[src/rtl/cpu_pkg.sv]
`default_nettype none
// ============================================================================
// Module      : cpu_pkg
// Description : Shared types and constants for the 8-bit single-cycle CPU:
//               NZCV flag bit positions, condition codes, ShowR scan states.
// Revision    : 1.0 - initial release
// ============================================================================
package cpu_pkg;

    // NZCV bit positions inside the 4-bit flag word
    localparam int FLAG_N = 3;
    localparam int FLAG_Z = 2;
    localparam int FLAG_C = 1;
    localparam int FLAG_V = 0;

    // Instruction condition field encodings
    typedef enum logic [3:0] {
        COND_AL = 4'd0,
        COND_EQ = 4'd1,
        COND_NE = 4'd2,
        COND_CS = 4'd3,
        COND_CC = 4'd4,
        COND_MI = 4'd5,
        COND_PL = 4'd6,
        COND_VS = 4'd7,
        COND_VC = 4'd8,
        COND_GT = 4'd9,
        COND_GE = 4'd10,
        COND_LT = 4'd11,
        COND_LE = 4'd12,
        COND_HI = 4'd13,
        COND_LS = 4'd14,
        COND_NV = 4'd15
    } cond_t;

    // ShowR scan engine states
    typedef enum logic [1:0] {
        IDLE  = 2'd0,
        SCAN  = 2'd1,
        FLAGS = 2'd2
    } show_state_t;

    // Debug index used for the trailing flags beat
    localparam logic [3:0] DBG_FLAGS_IDX = 4'd8;

endpackage : cpu_pkg
`default_nettype wire

[src/rtl/cond_check.sv]
`default_nettype none
// ============================================================================
// Module      : cond_check
// Description : Combinational condition-code evaluator. Decides whether an
//               instruction with condition field `cond` executes given NZCV.
//               Kept standalone so the branch unit can reuse it.
// Revision    : 1.0 - initial release
// ============================================================================
module cond_check
    import cpu_pkg::*;
(
    input  logic [3:0] cond,
    input  logic [3:0] flags,
    output logic       cond_ex
);

    logic n, z, c, v;

    assign n = flags[FLAG_N];
    assign z = flags[FLAG_Z];
    assign c = flags[FLAG_C];
    assign v = flags[FLAG_V];

    // Decode the condition field against the supplied flags
    always_comb begin
        cond_ex = 1'b0;
        case (cond_t'(cond))
            COND_AL: cond_ex = 1'b1;
            COND_EQ: cond_ex = z;
            COND_NE: cond_ex = ~z;
            COND_CS: cond_ex = c;
            COND_CC: cond_ex = ~c;
            COND_MI: cond_ex = n;
            COND_PL: cond_ex = ~n;
            COND_VS: cond_ex = v;
            COND_VC: cond_ex = ~v;
            COND_GT: cond_ex = ~z & (n == v);
            COND_GE: cond_ex = (n == v);
            COND_LT: cond_ex = (n != v);
            COND_LE: cond_ex = z | (n != v);
            COND_HI: cond_ex = c & ~z;
            COND_LS: cond_ex = ~c | z;
            COND_NV: cond_ex = 1'b0;
            default: cond_ex = 1'b0;
        endcase
    end

endmodule : cond_check
`default_nettype wire

[src/rtl/regfile_wb.sv]
`default_nettype none
// ============================================================================
// Module      : regfile_wb
// Description : Write-back stage: 8x8 register file with a second write port
//               for XCHG, NZCV flag register, condition gating of all writes,
//               and a handshaked ShowR scan streaming registers then flags.
// Revision    : 1.0 - initial release
// ============================================================================
module regfile_wb
    import cpu_pkg::*;
#(
    parameter int DW   = 8,
    parameter int NREG = 8
) (
    input  logic                     clk,
    input  logic                     reset_n,
    input  logic [$clog2(NREG)-1:0]  ra1,
    input  logic [$clog2(NREG)-1:0]  ra2,
    output logic [DW-1:0]            rd1,
    output logic [DW-1:0]            rd2,
    input  logic [$clog2(NREG)-1:0]  wa3,
    input  logic [DW-1:0]            wd3,
    input  logic                     we3,
    input  logic [$clog2(NREG)-1:0]  wa4,
    input  logic [DW-1:0]            wd4,
    input  logic                     we4,
    input  logic [3:0]               flags_in,
    input  logic                     flags_we,
    input  logic [3:0]               cond,
    output logic                     cond_ex,
    output logic [3:0]               flags,
    input  logic                     show_req,
    output logic                     show_busy,
    output logic                     dbg_valid,
    input  logic                     dbg_ready,
    output logic [3:0]               dbg_idx,
    output logic [DW-1:0]            dbg_data
);

    localparam int AW = $clog2(NREG);
    localparam logic [3:0] LAST_REG_IDX = 4'(NREG - 1);

    logic [DW-1:0] regs [NREG];
    show_state_t   state;
    logic          we3_eff;
    logic          we4_eff;
    logic          flags_we_eff;

    // Condition is judged on the registered flags, never on flags_in
    cond_check u_cond_check (
        .cond    (cond),
        .flags   (flags),
        .cond_ex (cond_ex)
    );

    assign we3_eff      = we3 & cond_ex;
    assign we4_eff      = we4 & cond_ex;
    assign flags_we_eff = flags_we & cond_ex;

    // Reads are combinational from the array: no write-through bypass
    assign rd1 = regs[ra1];
    assign rd2 = regs[ra2];

    // Register array update; port 3 assigned last so it wins on equal addresses
    always_ff @(posedge clk or negedge reset_n) begin
        if (!reset_n) begin
            for (int i = 0; i < NREG; i++) begin
                regs[i] <= '0;
            end
        end else begin
            if (we4_eff) begin
                regs[wa4] <= wd4;
            end
            if (we3_eff) begin
                regs[wa3] <= wd3;
            end
        end
    end

    // NZCV flag register
    always_ff @(posedge clk or negedge reset_n) begin
        if (!reset_n) begin
            flags <= 4'b0000;
        end else if (flags_we_eff) begin
            flags <= flags_in;
        end
    end

    // ShowR scan engine: walk r0..r(NREG-1), then one flags beat
    always_ff @(posedge clk or negedge reset_n) begin
        if (!reset_n) begin
            state     <= IDLE;
            dbg_idx   <= 4'd0;
            dbg_valid <= 1'b0;
        end else begin
            case (state)
                IDLE: begin
                    if (show_req) begin
                        state     <= SCAN;
                        dbg_idx   <= 4'd0;
                        dbg_valid <= 1'b1;
                    end
                end
                SCAN: begin
                    if (dbg_ready) begin
                        if (dbg_idx == LAST_REG_IDX) begin
                            state   <= FLAGS;
                            dbg_idx <= DBG_FLAGS_IDX;
                        end else begin
                            dbg_idx <= dbg_idx + 4'd1;
                        end
                    end
                end
                FLAGS: begin
                    if (dbg_ready) begin
                        state     <= IDLE;
                        dbg_idx   <= 4'd0;
                        dbg_valid <= 1'b0;
                    end
                end
                default: begin
                    state     <= IDLE;
                    dbg_idx   <= 4'd0;
                    dbg_valid <= 1'b0;
                end
            endcase
        end
    end

    assign show_busy = (state != IDLE);

    // Beat data is live: it follows the current content of the indexed entry
    assign dbg_data = (dbg_idx == DBG_FLAGS_IDX) ? {{(DW-4){1'b0}}, flags}
                                                 : regs[dbg_idx[AW-1:0]];

endmodule : regfile_wb
`default_nettype wire

[config.mk]
export PLATFORM = sky130hd
export DESIGN_NAME = regfile_wb
export DESIGN_NICKNAME = d
export VERILOG_FILES = /design/src/rtl/cpu_pkg.sv /design/src/rtl/cond_check.sv /design/src/rtl/regfile_wb.sv
export SDC_FILE = /design/constraint.sdc
export NUM_CORES = 1
export LEC_CHECK = 0
export BUFFER_PORTS_ARGS = -buffer_cell sky130_fd_sc_hd__clkbuf_2
export CAP_MARGIN = 20
export CORE_MARGIN = 5
export CORE_UTILIZATION = 30
export CTS_CLUSTER_DIAMETER = 30
export DETAILED_ROUTE_END_ITERATION = 10
export GPL_ROUTABILITY_DRIVEN = 0
export GPL_TIMING_DRIVEN = 0
export HOLD_SLACK_MARGIN = 0.06
export SYNTH_ARGS = -nofsm -noshare
export SYNTH_HDL_FRONTEND = slang
export SYNTH_SLANG_ARGS = --single-unit
[constraint.sdc]
create_clock -name clk -period 3.25 [get_ports clk]
set_input_delay 0.65 -clock clk [delete_from_list [all_inputs] [get_ports clk]]
set_output_delay 0.65 -clock clk [all_outputs]
set_load 0.1 [all_outputs]
* Yosys cells after proc, flatten, opt, wreduce, memory -nomap -nowiden
Cells that the tools add are included.
** Storage, ports and cells
- Bits in registers :: 75
- Bits of input ports :: 43
- Output and inout bits :: 35
- Logic and storage cells :: 102
** Operators by class
- Add/subtract/negate cells :: 1
- Order comparisons :: 7
- Eq/ne operators :: 25
- Mux-type cells :: 32
- Bitwise operators :: 17
- Reduce and logical (&&, ||, !) cells :: 8
** Operators with widths (count)
- 64-bit bitwise mux :: 2
- 64-bit 2-to-1 mux :: 2
- 8-bit binary-select mux with 3-bit select :: 3
- 8-bit 2-to-1 mux :: 9
- 8-bit demux with 3-bit select :: 2
- 4-bit equality test, second input constant :: 9
- 4-bit by 3-bit equality test with 1-bit output, second input constant :: 5
- 4-bit >= comparator, second input constant :: 5
- 3-bit inverter with 4-bit output :: 5
- 4-bit 2-to-1 mux :: 4
- 1-bit case mux with 16 select lines :: 1
- 4-bit case mux with 3 select lines :: 1
- 4-bit by 2-bit equality test with 1-bit output, second input constant :: 2
- 4-bit by 1-bit less-than comparator with 1-bit output, second input constant :: 2
- 2-bit 2-to-1 mux :: 4
- 2-bit inequality test, second input constant :: 4
- 2-bit case mux with 3 select lines :: 1
- 3-bit AND reduction :: 2
- 1-bit bitwise AND :: 5
- 1-bit inverter :: 5
- 4-bit by 1-bit adder with 4-bit output, second input constant :: 1
- 4-bit by 1-bit equality test with 1-bit output, second input constant :: 1
- 4-bit logical NOT :: 1
- 4-bit AND reduction :: 1
- other kinds (10) :: 13

* Depth between registers and ports, before layout
Gate-level depths: netlist of run 1.
- Depth after elaboration :: 9
- Gate-level depth with buffers :: 12
- Mapped depth without buffers :: 7

* Hierarchy
Synthesis of run 1 repeated with hierarchy kept, for this count alone.
** Second synthesis, totals
- Cell total of the unflattened synthesis :: 610
- Area total of the unflattened synthesis :: 5915.7 µm²
** Modules (own cells, without submodules)
- regfile_wb :: times used 1, cells an instance 580, area each 5694.2 µm², seq. area each 1876.8 µm²
- cond_check :: times used 1, cells an instance 30, area each 221.5 µm², seq. area each 0.0 µm²

* Worst setup path before layout of run 1
Ideal clock, no wire load.
- Kind :: reg2out
- Start point :: reg dbg_idx[1]
- End point :: out dbg_data[0]
- Arrival :: 4.369 ns
- Required time :: 2.600 ns
- Path slack :: -1.769 ns
- Stages on the path, launching flop included :: 8
- Buffers on the path :: 2
- Cells stage by stage :: dfrtp_1 -> clkbuf_1 -> clkbuf_1 -> inv_1 -> ha_1 -> nand2_1 -> mux2i_1 -> o21ai_0
** Between the ends
- Word-level cells in the longest chain between the ends :: 5
- Elaborated cells between the ends (all ways) :: 6
- Those cells by class :: eq/ne (1); mux (4); bitwise (1)
** RTL lines
- start, declared :: RTL line regfile_wb.sv:36 : output logic [3:0] dbg_idx,
- start signal, assigned :: RTL line regfile_wb.sv:110 : dbg_idx <= dbg_idx + 4'd1;
- 3-bit inverter with 4-bit output (not written as such) :: RTL line regfile_wb.sv:134 : : regs[dbg_idx[AW-1:0]];
- 8-bit binary-select mux with 3-bit select :: RTL line regfile_wb.sv:134
- 8-bit 2-to-1 mux (not written as such) (2 in series) :: RTL line regfile_wb.sv:134
- 8-bit 2-to-1 mux (*) :: RTL line regfile_wb.sv:133 : assign dbg_data = (dbg_idx == DBG_FLAGS_IDX) ? {{(DW-4){1'b0}}, flags}
- end, declared :: RTL line regfile_wb.sv:37 : output logic [DW-1:0] dbg_data
Every way passes the cells marked *; elsewhere a longest branch is shown, timed or not. The select of a mux whose other input is x is not followed.

* Final worst setup path of run 1
- Start point :: reg dbg_idx[1]
- End point :: out dbg_data[2]
The elaborated chain is that of the path after synthesis.

==> results.json, run 1 <==
{
  "status": "complete, no violations",
  "fin_worst_skew_ns": 0.0127,
  "syn_inst": 528,
  "cts.sinks": 75,
  "grt_pass1_wl_mm": 32.3,
  "cts_root_buffer": "clkbuf_16",
  "initial_utilization_pct": 30.7,
  "cts_tree": "yes",
  "worst_pin_slew_ns": 1.13,
  "timing.hold.ws_ns": 0.171,
  "vias_per_cell": 6.19,
  "period_share_pct": 96.4,
  "yosysTopAreaCellShare_pct": 32.3,
  "via_count": 5290,
  "crit_path_start": "dbg_idx[1]",
  "clockBufferDepth": 2,
  "syn_area_sq_um": 5800,
  "crit_fanout": 13,
  "synth_cell_types": 46,
  "rows": 50,
  "worstPathArrival_ns": 2.48,
  "rr_startpoint": "flags[3]",
  "cts_hold_buf": 0,
  "max_slew_margin_pct": 24.3,
  "cap_violations": 0,
  "synth_edf_count": 0,
  "insertedDiodeCount": 0,
  "crit_required_ns": 2.60,
  "numPortBuffers": 50,
  "clock_latency_ns": 0.35,
  "ys_warn_count": 0,
  "track_usage_pct": 19.2,
  "drtPass1Iterations": 5,
  "synth_flop_cell": "dfrtp_1",
  "cp_top_family": "buffers and inverters",
  "fin_nets": 634,
  "synth_seq_cells": 75,
  "fp.coreArea_sq_um": 18900,
  "dieArea_sq_um": 22200,
  "cts_buffers": 9,
  "routedWlPerCell_um": 25.1,
  "ys_async_sr_fraction_pct": 100,
  "num_io_pins": 78,
  "slowest_delay_ns": 0.56,
  "tns_ns": 0,
  "end_kind": "output pin",
  "synth_area_per_cell_sq_um": 11.0,
  "die_w_um": 149,
  "critPathBufInv": 3,
  "clk_pin_slew_ns": 0.06,
  "setup_viol": 0,
  "cts-htree-levels": 3,
  "synth_fp_nets": 573,
  "grt_overflow": 0,
  "areaGrowthSynthToFinish_pct": 17.8,
  "crit_type": "flip-flop to output pin",
  "min_period_ns": 3.13,
  "start_kind": "flip-flop",
  "synth_top_area_cell": "dfrtp_1",
  "fmax_mhz": 319,
  "finalHoldViolCount": 0,
  "chipHeight_um": 149,
  "grt_max_degree": 67,
  "synth_area_leaders": "dfrtp_1 32%, mux4_2 19%, a2bb2oi_2 9.1%, a31oi_1 6.9%, o21ai_0 6.4%",
  "final_cell_mix": "72 x dfrtp_1, 70 x o21ai_0, 64 x a31oi_1, 48 x mux4_2, 46 x clkbuf_2",
  "crit_slowest_cell": "dfrtp_4",
  "slew_violations": 0,
  "hold_path_class": "primary input to async pin",
  "drive_gt1_share_pct": 36.0,
  "totalWireLength_mm": 21.4,
  "drt-initial-drc-count": 778,
  "grt_pass1_vias": 5226,
  "drtAntennaViolNets": 0,
  "final_common_cell": "dfrtp_1",
  "rsz0062_at_grt": "no",
  "dp_hpwl_mm": 16.0,
  "cp_cell_sequence": "clkbuf_2, inv_1, ha_1, nand2_1, mux2i_1, o21ai_4, buf_2",
  "synth_seq_area_share_pct": 32.3,
  "antenna_found_initial": 0,
  "drc": 0
}
-- sequential cells by signal, summed over array words and instances (netlist names) --
register   count
regs          64
dbg_idx        4
flags          4
state          2
dbg_valid      1
-- synth_stat cells, drive strengths merged (5+ instances only) --
cell type,number
dfrtp,75
o21ai,75
a2bb2oi,64
a31oi,64
mux4,48
buf,42
clkbuf,22
nand2,22
mux2,20
inv,11
a311oi,9
or3,9
nand3,8
nor2,8
a21oi,6
a22o,6
mux2i,5
nor3,5
-- final timing paths --
path                       depth (start not counted)           to  slack [ns]
min in group clk                                   2    dbg_valid        0.52
min                                                1   dbg_idx[1]        0.17
max in group asynchronous                          2     regs[21]        2.49
max reg2reg                                       10     regs[11]        0.52
min reg2reg                                        2    dbg_valid        0.52
max                                                7  dbg_data[2]        0.12
-- metrics by stage --
| step | worst slack, ns | instance area, sq um | utilization (%) | cells |
|---|---|---|---|---|
| after floorplan | 0.00419 | 5860 | - | 528 |
| after global placement | -0.456 | 6430 | 34.0 | 838 |
| after detailed placement | -0.495 | 6460 | 34.2 | 839 |
| after CTS | 0.00134 | 6830 | 36.1 | 854 |
| after global routing | 0.000827 | 6840 | 36.2 | 854 |
| final | 0.117 | 6840 | 36.2 | 854 |
-- timing repair --
| action | CTS | global route |
|---|---|---|
| pin swaps | 0 | 1 |
| gates resized for setup | 17 | 17 |
| setup buffers | 0 | 1 |
| endpoints found under the setup margin | 25 | 10 |
-- cell families (layout without fill, tap and decap cells) --
group | after synthesis | after routing | share of synthesized area, %
xor+xnor | 1 | 1 | 0.151
compound gates | 234 | 234 | 31.3
buf+inv | 75 | 141 | 6.40
flops | 75 | 75 | 32.3
simple gates | 68 | 68 | 6.04
fa+ha+maj | 2 | 2 | 0.431
mux | 73 | 73 | 23.4
-- final cells by class --
class	instances	area (sq um)
Sequential cell	75	1880
Timing Repair Buffer	52	305
Tap cell	260	325
Multi-Input combinational cell	378	3620
Clock buffer	10	239
Inverter	11	41.3
Fill cell	1925	12100
Clock inverter	6	88.8
Buffer	62	338
-- per-layer routing --
layer	global-route usage, %	wire length [um]	vias to the layer above
met5	0	0	-
met4	8.10	835	0
met3	4.92	2530	48
met2	26.4	8720	336
met1	28.4	9310	2651
li1	-	-	2255
-- worst register-to-register path, cell delays in order, from the launching register on --
cell       delay [ns]
dfrtp_1          0.38
buf_6            0.15
xor2_1           0.18
o21ai_1          0.23
a41oi_4          0.25
and3_1           0.27
buf_6            0.14
inv_2            0.23
clkbuf_1         0.47
a31oi_1          0.20
a2bb2oi_2        0.18
Power of run 1 is left out: the tool's default activity adds up to more than one toggle a clock period on the data nets, which glitch-free logic cannot reach.
==> run 2: changes to the inputs <==
Clock period 3.25 ns to 3.8 ns, I/O delays scaled along.
==> run 2 against run 1 <==
Net effect:
- clock skew fell by 0.0040 ns
- via count rose by 0.68%
- die area did not move
- sequential cell count did not move
- wire length fell by 1.1%
- utilization fell by 0.23 points
- first-iteration DRC count fell by 6.8%
- hold slack improved by 0.23 ns
- non-clock buffer count rose by 2
- register-to-register slack improved by 0.58 ns
- critical path type unchanged
- critical endpoint is now dbg_data[1]
==> results.json, run 2 (synthesis gave the netlist of run 1 again) <==
{
  "status": "complete, no violations",
  "final_common_cell": "dfrtp_1",
  "routedWlPerCell_um": 24.7,
  "track_usage_pct": 19.2,
  "largest_register_ffs": 64,
  "finalHoldViolCount": 0,
  "grt_max_degree": 45,
  "cts.sinks": 75,
  "clockBufferDepth": 2,
  "cap_violations": 0,
  "dp_hpwl_mm": 15.9,
  "post_cts_buffers": 0,
  "drtAntennaViolNets": 0,
  "final_core_util_pct": 36.0,
  "drive_gt1_share_pct": 33.9,
  "setup_viol": 0,
  "initial_utilization_pct": 30.7,
  "rows": 50,
  "rr_startpoint": "flags[0]",
  "slew_violations": 0,
  "crit_slowest_cell": "clkbuf_1",
  "crit_type": "flip-flop to output pin",
  "drtPass1Iterations": 5,
  "areaGrowthSynthToFinish_pct": 17.1,
  "numPortBuffers": 50,
  "cts-htree-levels": 3,
  "grt_pass1_vias": 5328,
  "cts_buffers": 9,
  "fp.coreArea_sq_um": 18900,
  "end_kind": "output pin",
  "die_w_um": 149,
  "vias_per_cell": 6.22,
  "drt-initial-drc-count": 725,
  "cp_cell_sequence": "clkbuf_2, clkbuf_1, inv_1, ha_1, nand2_1, mux2i_1, o21ai_4, clkbuf_2",
  "nFillCells": 1897,
  "totalWireLength_mm": 21.2,
  "crit_path_start": "dbg_idx[1]",
  "crit_required_ns": 3.04,
  "num_io_pins": 78,
  "critPathBufInv": 4,
  "final_cell_mix": "75 x dfrtp_1, 70 x o21ai_0, 64 x a31oi_1, 50 x clkbuf_2, 48 x mux4_2",
  "period_share_pct": 95.6,
  "cp_top_family": "buffers and inverters",
  "rsz0062_at_grt": "no",
  "path_common_cell": "clkbuf_2",
  "chipHeight_um": 149,
  "fin_nets": 636,
  "antenna_found_initial": 0,
  "clock_latency_ns": 0.36,
  "start_kind": "flip-flop",
  "slowest_delay_ns": 0.45,
  "hold_path_class": "primary input to async pin",
  "grt_pass1_wl_mm": 32.1,
  "cts_root_buffer": "clkbuf_16",
  "min_period_ns": 3.63,
  "drc": 0,
  "dieArea_sq_um": 22200,
  "worstPathArrival_ns": 2.87,
  "fin_worst_skew_ns": 0.00872,
  "top_register": "regs",
  "crit_fanout": 10,
  "fmax_mhz": 275,
  "grt_overflow": 0,
  "insertedDiodeCount": 0,
  "via_count": 5326,
  "clk_pin_slew_ns": 0.06,
  "cts_tree": "yes",
  "reg.largest.list": "regs x64, dbg_idx x4, flags x4",
  "worst_pin_slew_ns": 1.13,
  "max_slew_margin_pct": 24.4
}
[run 2: cell types whose count changed in the layout (fill, tap and decap cells not counted), sizes merged]
cell / previous run / this run
buf: 48 / 44
clkbuf: 76 / 80
clkinvlp: 2 / 0
inv: 11 / 13
clkdlybuf4s15: 0 / 1
clkinv: 2 / 3
[run 2: metrics by stage]
step           instances  hold slack [ns]  cell area (sq um)  setup slack (ns)  setup TNS, ns
2_1_floorplan        528            0.464               5850            0.0513              0
3_3_place_gp         838            0.514               6420            -0.116          -1.22
3_5_place_dp         839            0.534               6450            -0.159          -1.88
4_1_cts              855            0.410               6780             0.140              0
5_1_grt              856            0.440               6790           0.00668              0
6_report             856            0.405               6790             0.168              0
[run 2: routing by layer]
metal	track usage (%)	vias up	wire (um)
met5	0	-	0
met4	6.36	0	657
met3	5.47	42	2470
met2	27.4	332	8870
met1	27.8	2688	9180
li1	-	2264	-
[run 2: area by class of cell]
class	count	area, sq um	share of cell area [%]
buffer	64	340	5.01
clock buffer	9	225	3.32
clock inverter	7	98.8	1.46
inverter	11	41.3	0.608
multi-input combinational	378	3600	53.0
sequential	75	1880	27.6
tap	260	325	4.79
timing repair buffer	52	285	4.20
[run 2: path summary, 6_finish.rpt]
path,cells after the start,end,slack [ns]
worst max-delay path,8,dbg_data[1],0.17
worst min-delay path,1,flags[0],0.41
worst max register to register,8,regs[33],1.10
worst min register to register,2,dbg_valid,0.54
max in group asynchronous,2,regs[21],2.81
min in group clk,2,dbg_valid,0.54
[run 2: what timing repair did]
action	in CTS	in global routing
hold buffers	0	0
endpoints found under the setup margin	20	2
gates resized for setup	3	2
Power of run 2 is left out for the same reason.
==> run 3: changes to the inputs <==
Settings changed: BUFFER_PORTS_ARGS -buffer_cell sky130_fd_sc_hd__clkbuf_2 to unset, DONT_BUFFER_PORTS set to 1.
==> run 3 against run 2 <==
Net effect:
- sequential cell count did not move
- sequential share of layout area increased by 1.1 points
- hold slack lost 0.29 ns
- setup slack worse by 0.059 ns
- critical endpoint unchanged
- critical path depth shrank 1
- global-route usage rose by 0.21 points
- clock-buffer cell count up 1
- largest cell class unchanged
- clock skew about the same
- utilization decreased by 1.2 points
- first-iteration DRC count is 31% lower
==> results.json, run 3 (synthesis gave the netlist of run 1 again) <==
{
  "crit_fanout": 10,
  "crit_slowest_cell": "dfrtp_4",
  "nFillCells": 1879,
  "cts_root_buffer": "clkbuf_16",
  "track_usage_pct": 19.4,
  "dp_hpwl_mm": 15.9,
  "end_kind": "output pin",
  "dieArea_sq_um": 22200,
  "worstPathArrival_ns": 2.93,
  "slowest_delay_ns": 0.64,
  "rsz0062_at_grt": "no",
  "grt_overflow": 0,
  "setup_viol": 0,
  "antenna_found_initial": 0,
  "via_count": 5168,
  "cts_tree": "yes",
  "cts_hold_buf": 0,
  "vias_per_cell": 6.42,
  "final_common_cell": "o21ai_0",
  "drtPass1Iterations": 6,
  "clk_pin_slew_ns": 0.06,
  "period_share_pct": 97.1,
  "rows": 50,
  "grt_pass1_vias": 5266,
  "fin_worst_skew_ns": 0.00903,
  "routedWlPerCell_um": 26.5,
  "insertedDiodeCount": 0,
  "fp.coreArea_sq_um": 18900,
  "start_kind": "flip-flop",
  "clockBufferDepth": 2,
  "cp_cell_sequence": "clkbuf_4, clkbuf_2, inv_1, ha_1, nand2_1, mux2i_1, o21ai_4",
  "finalHoldViolCount": 0,
  "worst_pin_slew_ns": 1.11,
  "cap_violations": 0,
  "initial_utilization_pct": 30.7,
  "status": "complete, no violations",
  "drive_gt1_share_pct": 30.1,
  "crit_required_ns": 3.04,
  "largest_register_ffs": 64,
  "final_core_util_pct": 34.7,
  "max_slew_margin_pct": 25.6,
  "top_register": "regs",
  "hold_path_class": "primary input to async pin",
  "slew_violations": 0,
  "cts-htree-levels": 3,
  "clock_latency_ns": 0.34,
  "numPortBuffers": 0,
  "chipHeight_um": 149,
  "final_cell_mix": "70 x o21ai_0, 69 x dfrtp_1, 64 x a31oi_1, 48 x mux4_2, 35 x a2bb2oi_2",
  "fmax_mhz": 271,
  "cts.sinks": 75,
  "areaGrowthSynthToFinish_pct": 13.1,
  "min_period_ns": 3.69,
  "drc": 0,
  "fin_nets": 585,
  "cts_buffers": 9,
  "reg.largest.list": "regs x64, dbg_idx x4, flags x4",
  "drtAntennaViolNets": 0,
  "totalWireLength_mm": 21.3,
  "die_w_um": 149,
  "num_io_pins": 78,
  "grt_pass1_wl_mm": 32.5,
  "crit_type": "flip-flop to output pin",
  "drt-initial-drc-count": 503,
  "grt_max_degree": 76
}
-- run 3: changes by cell type in the layout (fill, tap and decap cells not counted), sizes merged --
cell,change
buf,-5
bufinv,+1
clkbuf,-45
inv,-2
-- run 3: final timing paths --
check / endpoint / cells after the start / from / slack (ns)
worst min register to register: state[0] / 1 / state[1] / 0.59
max in group asynchronous: regs[36] / 0 / reset_n / 3.54
worst max-delay path: dbg_data[1] / 7 / dbg_idx[1] / 0.11
worst max register to register: regs[30] / 11 / flags[3] / 0.84
worst min-delay path: dbg_idx[0] / 0 / reset_n / 0.11
min in group clk: flags[2] / 1 / flags_in[2] / 0.58
-- run 3: layout make-up --
type	count	area (sq um)	area share (%)
Sequential cell	75	1890	28.7
Tap cell	260	325	4.96
Clock inverter	6	113	1.72
Buffer	64	349	5.32
Clock buffer	10	239	3.64
Timing Repair Buffer	1	5.00	0.0762
Inverter	11	41.3	0.629
Multi-Input combinational cell	378	3600	54.9
-- run 3: timing repair --
action / CTS / global route
gates cloned: 0 / 0
resized for setup: 16 / 7
pin swaps: 1 / 1
endpoints found under the setup margin: 17 / 17
setup buffers: 0 / 0
endpoints found under the hold margin: 0 / 0
-- run 3: worst max-delay path: cells and delay by family, from the launching register on --
| family | cells | cell delay [ns] |
|---|---|---|
| buffers and inverters | 3 | 0.69 |
| flip-flops | 1 | 0.64 |
| AO/OA/AOI/OAI | 1 | 0.63 |
| AND/OR/NAND/NOR | 1 | 0.23 |
| adder cells (fa/ha/maj) | 1 | 0.20 |
| multiplexers | 1 | 0.19 |
-- run 3: per-stage QoR --
step	cell area [sq um]	setup slack [ns]	hold slack [ns]	std cells	TNS [ns]
3_5_place_dp	6170	-0.436	0.469	788	-3.45
5_1_grt	6560	0.00200	0.0912	805	0
3_3_place_gp	6170	-0.392	0.469	788	-2.87
2_1_floorplan	5850	0.0513	0.464	528	0
6_report	6560	0.109	0.112	805	0
4_1_cts	6550	0.0217	0.101	804	0
-- run 3: metal layers --
| layer | global-route usage, % | up-vias | share of wire (%) |
|---|---|---|---|
| li1 | - | 2164 | - |
| met5 | 0 | - | 0 |
| met3 | 7.29 | 49 | 12 |
| met4 | 8.33 | 0 | 4.3 |
| met2 | 26.1 | 352 | 41 |
| met1 | 27.5 | 2603 | 43 |
Power of run 3 is left out for the same reason.
